File: src/rtl/branch_predictor.sv
// Direct-mapped branch target buffer with 2-bit saturating direction counters.
// Optional statistics counters are built only when BRANCH_PREDICTOR_STATS_EN is defined.
`ifndef ADDR_WIDTH
`define ADDR_WIDTH 16
`endif

module branch_predictor #(
    parameter int ENTRIES = 16
) (
    input  logic                   clk,
    input  logic                   reset,
    input  logic [`ADDR_WIDTH-1:0] pc,
    output logic                   take_branch,
    output logic [`ADDR_WIDTH-1:0] branch_predict,
    input  logic                   update_valid,
    input  logic [`ADDR_WIDTH-1:0] update_pc,
    input  logic                   update_taken,
    input  logic [`ADDR_WIDTH-1:0] update_target,
    input  logic                   update_mispredict,
    input  logic                   clear,
    output logic [15:0]            stat_updates,
    output logic [15:0]            stat_mispredicts
);
    localparam int AW   = `ADDR_WIDTH;
    localparam int IDX  = $clog2(ENTRIES);
    localparam int TAGW = AW - IDX - 1;

    logic [ENTRIES-1:0] valid;
    logic [TAGW-1:0]    tag_mem [ENTRIES];
    logic [AW-1:0]      target_mem [ENTRIES];
    logic [1:0]         ctr_mem [ENTRIES];

    logic [IDX-1:0]  look_idx;
    logic [TAGW-1:0] look_tag;
    logic            look_hit;
    logic [IDX-1:0]  upd_idx;
    logic [TAGW-1:0] upd_tag;
    logic            upd_hit;

    // Bit 0 of an address never selects an entry: instructions are 2-byte aligned.
    assign look_idx = pc[IDX:1];
    assign look_tag = pc[AW-1:IDX+1];
    assign upd_idx  = update_pc[IDX:1];
    assign upd_tag  = update_pc[AW-1:IDX+1];

    assign look_hit       = valid[look_idx] && (tag_mem[look_idx] == look_tag);
    assign take_branch    = look_hit && ctr_mem[look_idx][1];
    assign branch_predict = take_branch ? target_mem[look_idx] : pc + AW'(2);

    assign upd_hit = valid[upd_idx] && (tag_mem[upd_idx] == upd_tag);

    // update_valid is a single-cycle pulse per resolved branch; there is no back-pressure.
    always_ff @(posedge clk or negedge reset) begin
        if (!reset) begin
            valid <= '0;
            for (int i = 0; i < ENTRIES; i++) begin
                tag_mem[i]    <= '0;
                target_mem[i] <= '0;
                ctr_mem[i]    <= 2'b01;
            end
        end else if (clear) begin
            valid <= '0;
        end else if (update_valid) begin
            if (upd_hit) begin
                if (update_taken) begin
                    if (ctr_mem[upd_idx] != 2'b11) ctr_mem[upd_idx] <= ctr_mem[upd_idx] + 2'd1;
                    target_mem[upd_idx] <= update_target;
                end else if (ctr_mem[upd_idx] != 2'b00) begin
                    ctr_mem[upd_idx] <= ctr_mem[upd_idx] - 2'd1;
                end
            end else if (update_taken) begin
                valid[upd_idx]      <= 1'b1;
                tag_mem[upd_idx]    <= upd_tag;
                target_mem[upd_idx] <= update_target;
                ctr_mem[upd_idx]    <= 2'b10;
            end
        end
    end

`ifdef BRANCH_PREDICTOR_STATS_EN
    logic [15:0] upd_cnt;
    logic [15:0] mis_cnt;
    logic        unused_bits;

    assign unused_bits = update_pc[0];

    // A mispredict is counted on its own flag, even in a cycle where clear drops the update.
    always_ff @(posedge clk or negedge reset) begin
        if (!reset) begin
            upd_cnt <= '0;
            mis_cnt <= '0;
        end else begin
            if (update_valid && !clear && upd_cnt != 16'hFFFF) upd_cnt <= upd_cnt + 16'd1;
            if (update_valid && update_mispredict && mis_cnt != 16'hFFFF) mis_cnt <= mis_cnt + 16'd1;
        end
    end

    assign stat_updates     = upd_cnt;
    assign stat_mispredicts = mis_cnt;
`else
    logic [1:0] unused_bits;

    assign unused_bits      = {update_pc[0], update_mispredict};
    assign stat_updates     = '0;
    assign stat_mispredicts = '0;
`endif

endmodule

File: config.mk
export PLATFORM = sky130hd
export DESIGN_NAME = branch_predictor
export DESIGN_NICKNAME = d
export VERILOG_FILES = /design/src/rtl/branch_predictor.sv
export SDC_FILE = /design/constraint.sdc
export NUM_CORES = 1
export LEC_CHECK = 0
export CAP_MARGIN = 40
export CORE_ASPECT_RATIO = 0.75
export CORE_UTILIZATION = 55
export CTS_CLUSTER_SIZE = 16
export DETAILED_ROUTE_END_ITERATION = 16
export GPL_TIMING_DRIVEN = 0
export MAX_ROUTING_LAYER = met4
export PLACE_DENSITY = 0.73
export SYNTH_ARGS = -nofsm -noshare
export SYNTH_HDL_FRONTEND = slang
export SYNTH_SLANG_ARGS = --single-unit
File: constraint.sdc
create_clock -name clk -period 5.2 [get_ports clk]
set_input_delay 1.04 -clock clk [delete_from_list [all_inputs] [get_ports clk]]
set_output_delay 1.04 -clock clk [all_outputs]
set_load 0.005 [all_outputs]
==> out/qor.txt, run 1 <==
Slew Viols, Final - 0
CTS tree - yes
Vias in the first global route - 16.38k
Period utilization - 1.005
Die Y - 184.7 um
Total Nets Final - 1919
Compound-gate portion of the synthesized area - 0.02495
Tmin final - 5.226 ns
Sum Neg Setup Slack - -0.03345 ns
Startpoint types - primary input
First-pass GRT wire length - 104300 um
DP HPWL - 47760 um
Port bufs - 57
1st-iter DRT viols - 1777
Maximum fanout along the worst path - 7
Initial core utilization - 0.5612
Clock sinks - 480
Post-synthesis adder-cell area fraction - 0.001534
Worst skew pair latency - 0.58 ns
Global Route Usage Sum - 0.3237
Gpl congestion - 0.9350
Synth Area in XOR/XNOR - 0.01468
PwrDens - 344.9 nW/um2
Worst Path Required - 4.16 ns
Post-synthesis simple-gate area fraction - 0.04300
Top_reg_cell synth - dfrtp_1
Outcome - complete, but fails checks
Number of flops mapped to enable cells by yosys - 0
Failing checks - setup timing
Post-synthesis sequential area ratio - 0.4917
Cells after Synth - 1679
Final setup viols - 2
Ordered list of cells on the worst path - buf_4 > buf_12 > clkbuf_16 > buf_8 > buf_4 > mux4_2 > mux4_2 > xnor2_2 > nand2_2 > buf_4 > nor4_4 > buf_4 > buf_4 > buf_4 > buf_4 > o21ai_2 > dlygate4sd2_1
Most used cell, CP - buf_4
Vias per cell - 6.516
Crit path capture type - output port
Slew HR - 0.3820
Family with the most delay on the worst path - buffers and inverters
# rows - 66
Synthesis Warnings - 0
Worst VDD drop - 0.2461 mV
Area growth, synth to finish - 16.17%
Mapped Area - 24470 um2
DRC viols - 0
Num CTS Buffers - 48
Async S/R FF share, synth - 1.000
Area leader, netlist - dfrtp_1
Worst path buffer plus inverter count - 11
Total core area - 43600 um2
CTS H-tree lvls - 2
Worst-path clk slew - 0.06 ns
Main combinational cell family by area after synthesis - multiplexers
Initial antenna violation count - 0
Yosys top cell area share - 0.4745
Die area - 45340 um2
Max Fclk - 191.4 MHz
Routed wire per std cell - 27.79 um
Vias - 16.15k
Worst Tran Pin Value - 0.9270 ns
Worst Hold Class - primary input to async pin
Critical path's slowest cell - mux4_2
WS Path Type - primary input to output port
Final hold vios - 0
CP peak stage delay - 0.59 ns
Mean Syn Cell Area - 14.57 um2
Largest net degree at the start of global routing - 124
Final wirelength - 68890 um
Die width - 245.6 um
Worst hold margin - 0.3892 ns
Synth Register Bits - 480
Top-count cell post-synth - dfrtp_1
RSZ-0062 raised after global routing - yes
Root Buffer Master - clkbuf_16
WP data arrival - 4.19 ns
Post-Place Worst Slack - -1.887 ns
Mux cell area share after synthesis - 0.3881
Largest cells by area after synthesis - dfrtp_1, mux2_2, mux4_2
Setup ws final - -0.02589 ns
Grt ovf - 0
Yosys cell types - 56
Fraction of layout cells with a size suffix above 1 - 0.4574
Drt first pass iters - 7
Max cap viols - 0
# hold bufs at CTS - 0
Antenna viol nets, final - 0
Top-Level Pins - 103
Clock Path Buffers - 3
Pleak - 13.00 nW
Synth cell count leaders - dfrtp_1, mux2_2, mux4_2, nand2_1, clkbuf_1
Fin Clk Skew - 0.02789 ns
final timing paths:
check                      cells past startpoint                          end  slack (ns)                        start
max                                           17            branch_predict[3]       -0.03                        pc[2]
min                                            1   target_mem[81]$_DFFE_PN0P_        0.39                        reset
max reg2reg                                   10      tag_mem[24]$_DFFE_PN0P_        1.51      tag_mem[65]$_DFFE_PN0P_
min reg2reg                                    2  target_mem[132]$_DFFE_PN0P_        0.47  target_mem[132]$_DFFE_PN0P_
max in group asynchronous                      3      tag_mem[95]$_DFFE_PN0P_        3.44                        reset
min in group clk                               2  target_mem[132]$_DFFE_PN0P_        0.47  target_mem[132]$_DFFE_PN0P_
layout by cell type, fill, tap and decap left out, types with 11 or more instances in the layout:
cell type and instances:
mux2i_1 23, nand2b_1 12, nand2_1 109, nor2_1 46, dfstp_2 16, clkbuf_8 13, o22ai_1 11, clkbuf_16 51
mux4_2 187, buf_6 18, clkdlybuf4s50_1 36, mux2_1 33, conb_1 32, dfrtp_1 464, mux2_2 414, clkbuf_1 71
nand3_1 17, xnor2_1 15, a21o_1 11, o21ai_0 17, xor2_1 19, buf_4 59, buf_1 11, buf_2 32
metrics by stage:
step	utilization	cells	total power, W	area [um2]
2_1_floorplan	-	1710	0.005518	24580
3_3_place_gp	0.5935	2345	0.005979	25880
3_5_place_dp	0.6021	2370	0.006070	26250
4_1_cts	0.6500	2472	0.009812	28340
5_1_grt	0.6519	2478	0.01015	28420
6_report	0.6519	2479	0.009805	28430
timing repair:
item,4_1_cts,5_1_grt
pin swaps,6,5
endpoints found under the hold margin,0,0
gates resized for setup,101,17
cloned,2,0
buffers inserted,13,6
setup endpoints to repair,17,16
registers in the layout (all words and copies together) (netlist names):
register    count
target_mem    256
tag_mem       176
ctr_mem        32
valid          16
logic make-up (layout without fill, tap and decap cells):
| family | count (synthesis) | in the layout |
|---|---|---|
| muxes | 659 | 659 |
| DFF | 480 | 480 |
| and+or+nand+nor | 233 | 233 |
| buffers and inverters | 178 | 368 |
| AOI/OAI and AO/OA | 84 | 84 |
| xor gates and xnor gates | 41 | 41 |
| adders and majority gates | 3 | 3 |
| other | 1 | 33 |
worst register-to-register path: stages (launching register included):
cell	delay (ns)
dfrtp_1	0.41
mux4_2	0.49
a22oi_1	0.26
a21oi_1	0.10
nor4_1	0.38
nand4_1	0.35
nor3_4	0.39
buf_4	0.24
nand2b_1	0.14
buf_2	0.40
mux2_2	0.41
layer usage:
layer  global-route usage  vias up  share of wire  wire length, um
li1                     -     6603              -                -
met1               0.4623     8592           0.42            29230
met2               0.4577      805           0.44            30630
met3              0.08139      153           0.10             6880
met4              0.09863        0          0.031             2154
met5                    -        -              0                0
cell type report:
class                   instances  area (um2)
diodes                          1       2.502
plain buffers                 167       988.4
clock buffers                  68        1419
clock inverters                20       272.8
fillers                      3108       15180
inverters                      10       37.54
multi-input cells            1052       11810
flip-flops and latches        480       12030
well taps                     578       723.2
repair buffers                103        1141
power breakdown:
part / switching [W] / internal, W
clock network: 0.00151 / 0.00220
registers: 0.000303 / 0.00421
logic: 0.000687 / 0.000892
total: 0.00250 / 0.00730
Power figures use the tool's default switching activity.
==> run 2, diff against run 1 <==
==> constraint.sdc (replaced) <==
create_clock -name clk -period 5.1 [get_ports clk]
set_input_delay 1.02 -clock clk [delete_from_list [all_inputs] [get_ports clk]]
set_output_delay 1.02 -clock clk [all_outputs]
set_load 0.005 [all_outputs]
==> run 2 against run 1 <==
  * The flow now finishes without violations
  * Combinational power rose by 3%
  * Wire length grew 0.18%
  * Design area is essentially flat
==> out/qor.txt, run 2 (synthesized netlist as in run 1, its figures left out) <==
Worst Tran Pin Value - 0.9207 ns (was 0.9270 ns)
Grt ovf - 0 (unchanged)
Port bufs - 57 (unchanged)
Clock Path Buffers - 3 (unchanged)
Worst skew pair latency - 0.58 ns (about the same)
Vias in the first global route - 16.43k (was 16.38k)
PwrDens - 352.1 nW/um2 (was 344.9 nW/um2)
Commonest non-fill, non-tap cell in the layout - dfrtp_1 (unchanged)
Cells after DPL - 2370 (unchanged)
Global Route Usage Sum - 0.3239 (was 0.3237)
WS Path Type - primary input to output port (unchanged)
DP HPWL - 47760 um (unchanged)
Startpoint types - primary input (unchanged)
Slew Viols, Final - 0 (unchanged)
Root Buffer Master - clkbuf_16 (unchanged)
WP data arrival - 4.06 ns (was 4.19 ns)
Num CTS Buffers - 48 (unchanged)
Placed cell area - 26250 um2 (unchanged)
Setup ws final - 0.02243 ns (was -0.02589 ns)
Total Nets Final - 1920 (was 1919)
Family with the most delay on the worst path - multiplexers (was buffers and inverters)
Maximum fanout along the worst path - 6 (was 7)
Critical path's slowest cell - mux4_2 (unchanged)
Top-Level Pins - 103 (unchanged)
Vias - 16.22k (was 16.15k)
CTS H-tree lvls - 2 (unchanged)
Max Fclk - 196.9 MHz
Post-Place Worst Slack - -1.947 ns (was -1.887 ns)
Fin util - 0.6517 (was 0.6519)
Tmin final - 5.078 ns
# hold bufs at CTS - 0 (unchanged)
Die width - 245.6 um (unchanged)
Worst Hold Class - primary input to async pin (unchanged)
Die Y - 184.7 um (unchanged)
Outcome - finished, final reports clean (was complete, but fails checks)
Levels on crit path - 13 (was 17)
Total core area - 43600 um2 (unchanged)
First-pass GRT wire length - 104400 um (was 104300 um)
1st-iter DRT viols - 1852 (was 1777)
Final setup viols - 0 (was 2)
Top reg by flops - target_mem (unchanged)
R2R depth - 10 (unchanged)
Fraction of layout cells with a size suffix above 1 - 0.4613 (was 0.4574)
Max cap viols - 0 (unchanged)
CP peak stage delay - 0.59 ns (about the same)
Gpl congestion - 0.9350 (unchanged)
Area growth, synth to finish - 16.13% (was 16.17%)
Diode count - 0 (was 1)
Worst path buffer plus inverter count - 7 (was 11)
Largest net degree at the start of global routing - 124 (unchanged)
Most frequent cells in the layout - dfrtp_1, mux2_2, mux4_2 (unchanged)
Clock sinks - 480 (unchanged)
Post-route cell area - 28410 um2 (was 28430 um2)
Routed wire per std cell - 27.84 um (was 27.79 um)
Ordered list of cells on the worst path - buf_12 > buf_12 > buf_16 > buf_4 > mux4_2 > mux4_2 > xnor2_2 > nand2_2 > nor4_4 > buf_6 > buf_12 > mux2_2 > buf_2 (was buf_4 > buf_12 > clkbuf_16 > buf_8 > buf_4 > mux4_2 > mux4_2 > xnor2_2 > nand2_2 > buf_4 > nor4_4 > buf_4 > buf_4 > buf_4 > buf_4 > o21ai_2 > dlygate4sd2_1)
Fin Clk Skew - 0.02606 ns (was 0.02789 ns)
Worst VDD drop - 0.2509 mV (was 0.2461 mV)
Most used cell, CP - buf_12 (was buf_4)
# rows - 66 (unchanged)
Drt first pass iters - 6 (was 7)
Crit path capture type - output port (unchanged)
CTS tree - yes (unchanged)
DRC viols - 0 (unchanged)
Antenna viol nets, final - 0 (unchanged)
Final hold vios - 0 (unchanged)
Worst Path Required - 4.08 ns (was 4.16 ns)
Die area - 45340 um2 (unchanged)
Max reg flops - 256 (unchanged)
Worst-path clk slew - 0.06 ns (about the same)
Period utilization - 0.9956
Initial antenna violation count - 0 (unchanged)
Initial core utilization - 0.5612 (unchanged)
Post-Layout Cell Count - 2479 (unchanged)
Final wirelength - 69010 um (was 68890 um)
Vias per cell - 6.543 (was 6.516)
Largest registers - target_mem: 256 flops, tag_mem: 176 flops, ctr_mem: 32 flops (unchanged)
Slew HR - 0.3862 (was 0.3820)
Pleak - 12.97 nW (was 13.00 nW)
[run 2: cell types whose count changed in the layout (fill, tap and decap cells not counted), sizes merged]
cell,previous run,this run
dlymetal6s2s,4,0
dlygate4sd2,9,7
clkdlybuf4s15,3,4
diode,1,0
buf,140,143
clkbuf,146,149
[run 2: worst paths after layout]
| kind | startpoint | endpoint | slack (ns) |
|---|---|---|---|
| setup / recovery | pc[1] | branch_predict[0] | 0.02 |
| hold / removal | reset | target_mem[81]$_DFFE_PN0P_ | 0.36 |
| setup reg to reg | tag_mem[87]$_DFFE_PN0P_ | tag_mem[39]$_DFFE_PN0P_ | 1.44 |
| hold reg to reg | target_mem[132]$_DFFE_PN0P_ | target_mem[132]$_DFFE_PN0P_ | 0.48 |
| max in group asynchronous | reset | ctr_mem[5]$_DFFE_PN0P_ | 3.26 |
| min in group clk | target_mem[132]$_DFFE_PN0P_ | target_mem[132]$_DFFE_PN0P_ | 0.48 |
[run 2: area by class of cell]
cell class | count | area [um2]
inverters | 10 | 37.54
repair buffers | 104 | 1126
well taps | 578 | 723.2
fillers | 3097 | 15190
clock buffers | 68 | 1419
flip-flops and latches | 480 | 12030
clock inverters | 20 | 272.8
multi-input cells | 1052 | 11820
plain buffers | 167 | 984.7
[run 2: through the flow]
stage / power, W / hold slack [ns] / TNS (ns)
finish: 0.01000 / 0.3636 / 0
global route: 0.01036 / 0.3960 / -0.09640
CTS: 0.01001 / 0.3692 / -0.05704
detailed placement: 0.006189 / 0.4616 / -68.54
global placement: 0.006096 / 0.4533 / -8511.07
floorplan: 0.005627 / 0.4411 / 0
[run 2: report_power, final]
group	leakage [nW]	internal (W)	switching (W)	total, W
combinational	5.81	0.000914	0.000703	0.00162
sequential	6.33	0.00429	0.000308	0.00460
clock	0.829	0.00224	0.00154	0.00379
[run 2: metal layers]
layer	track usage	share of wire
met1	0.4617	0.42
met2	0.4563	0.44
met3	0.08270	0.10
met4	0.1021	0.034
met5	-	0
[run 2: what timing repair did]
item,CTS,global route
gates cloned,2,0
resized for setup,108,25
setup endpoints to repair,17,39
buffers inserted,16,5
pin swaps,6,5
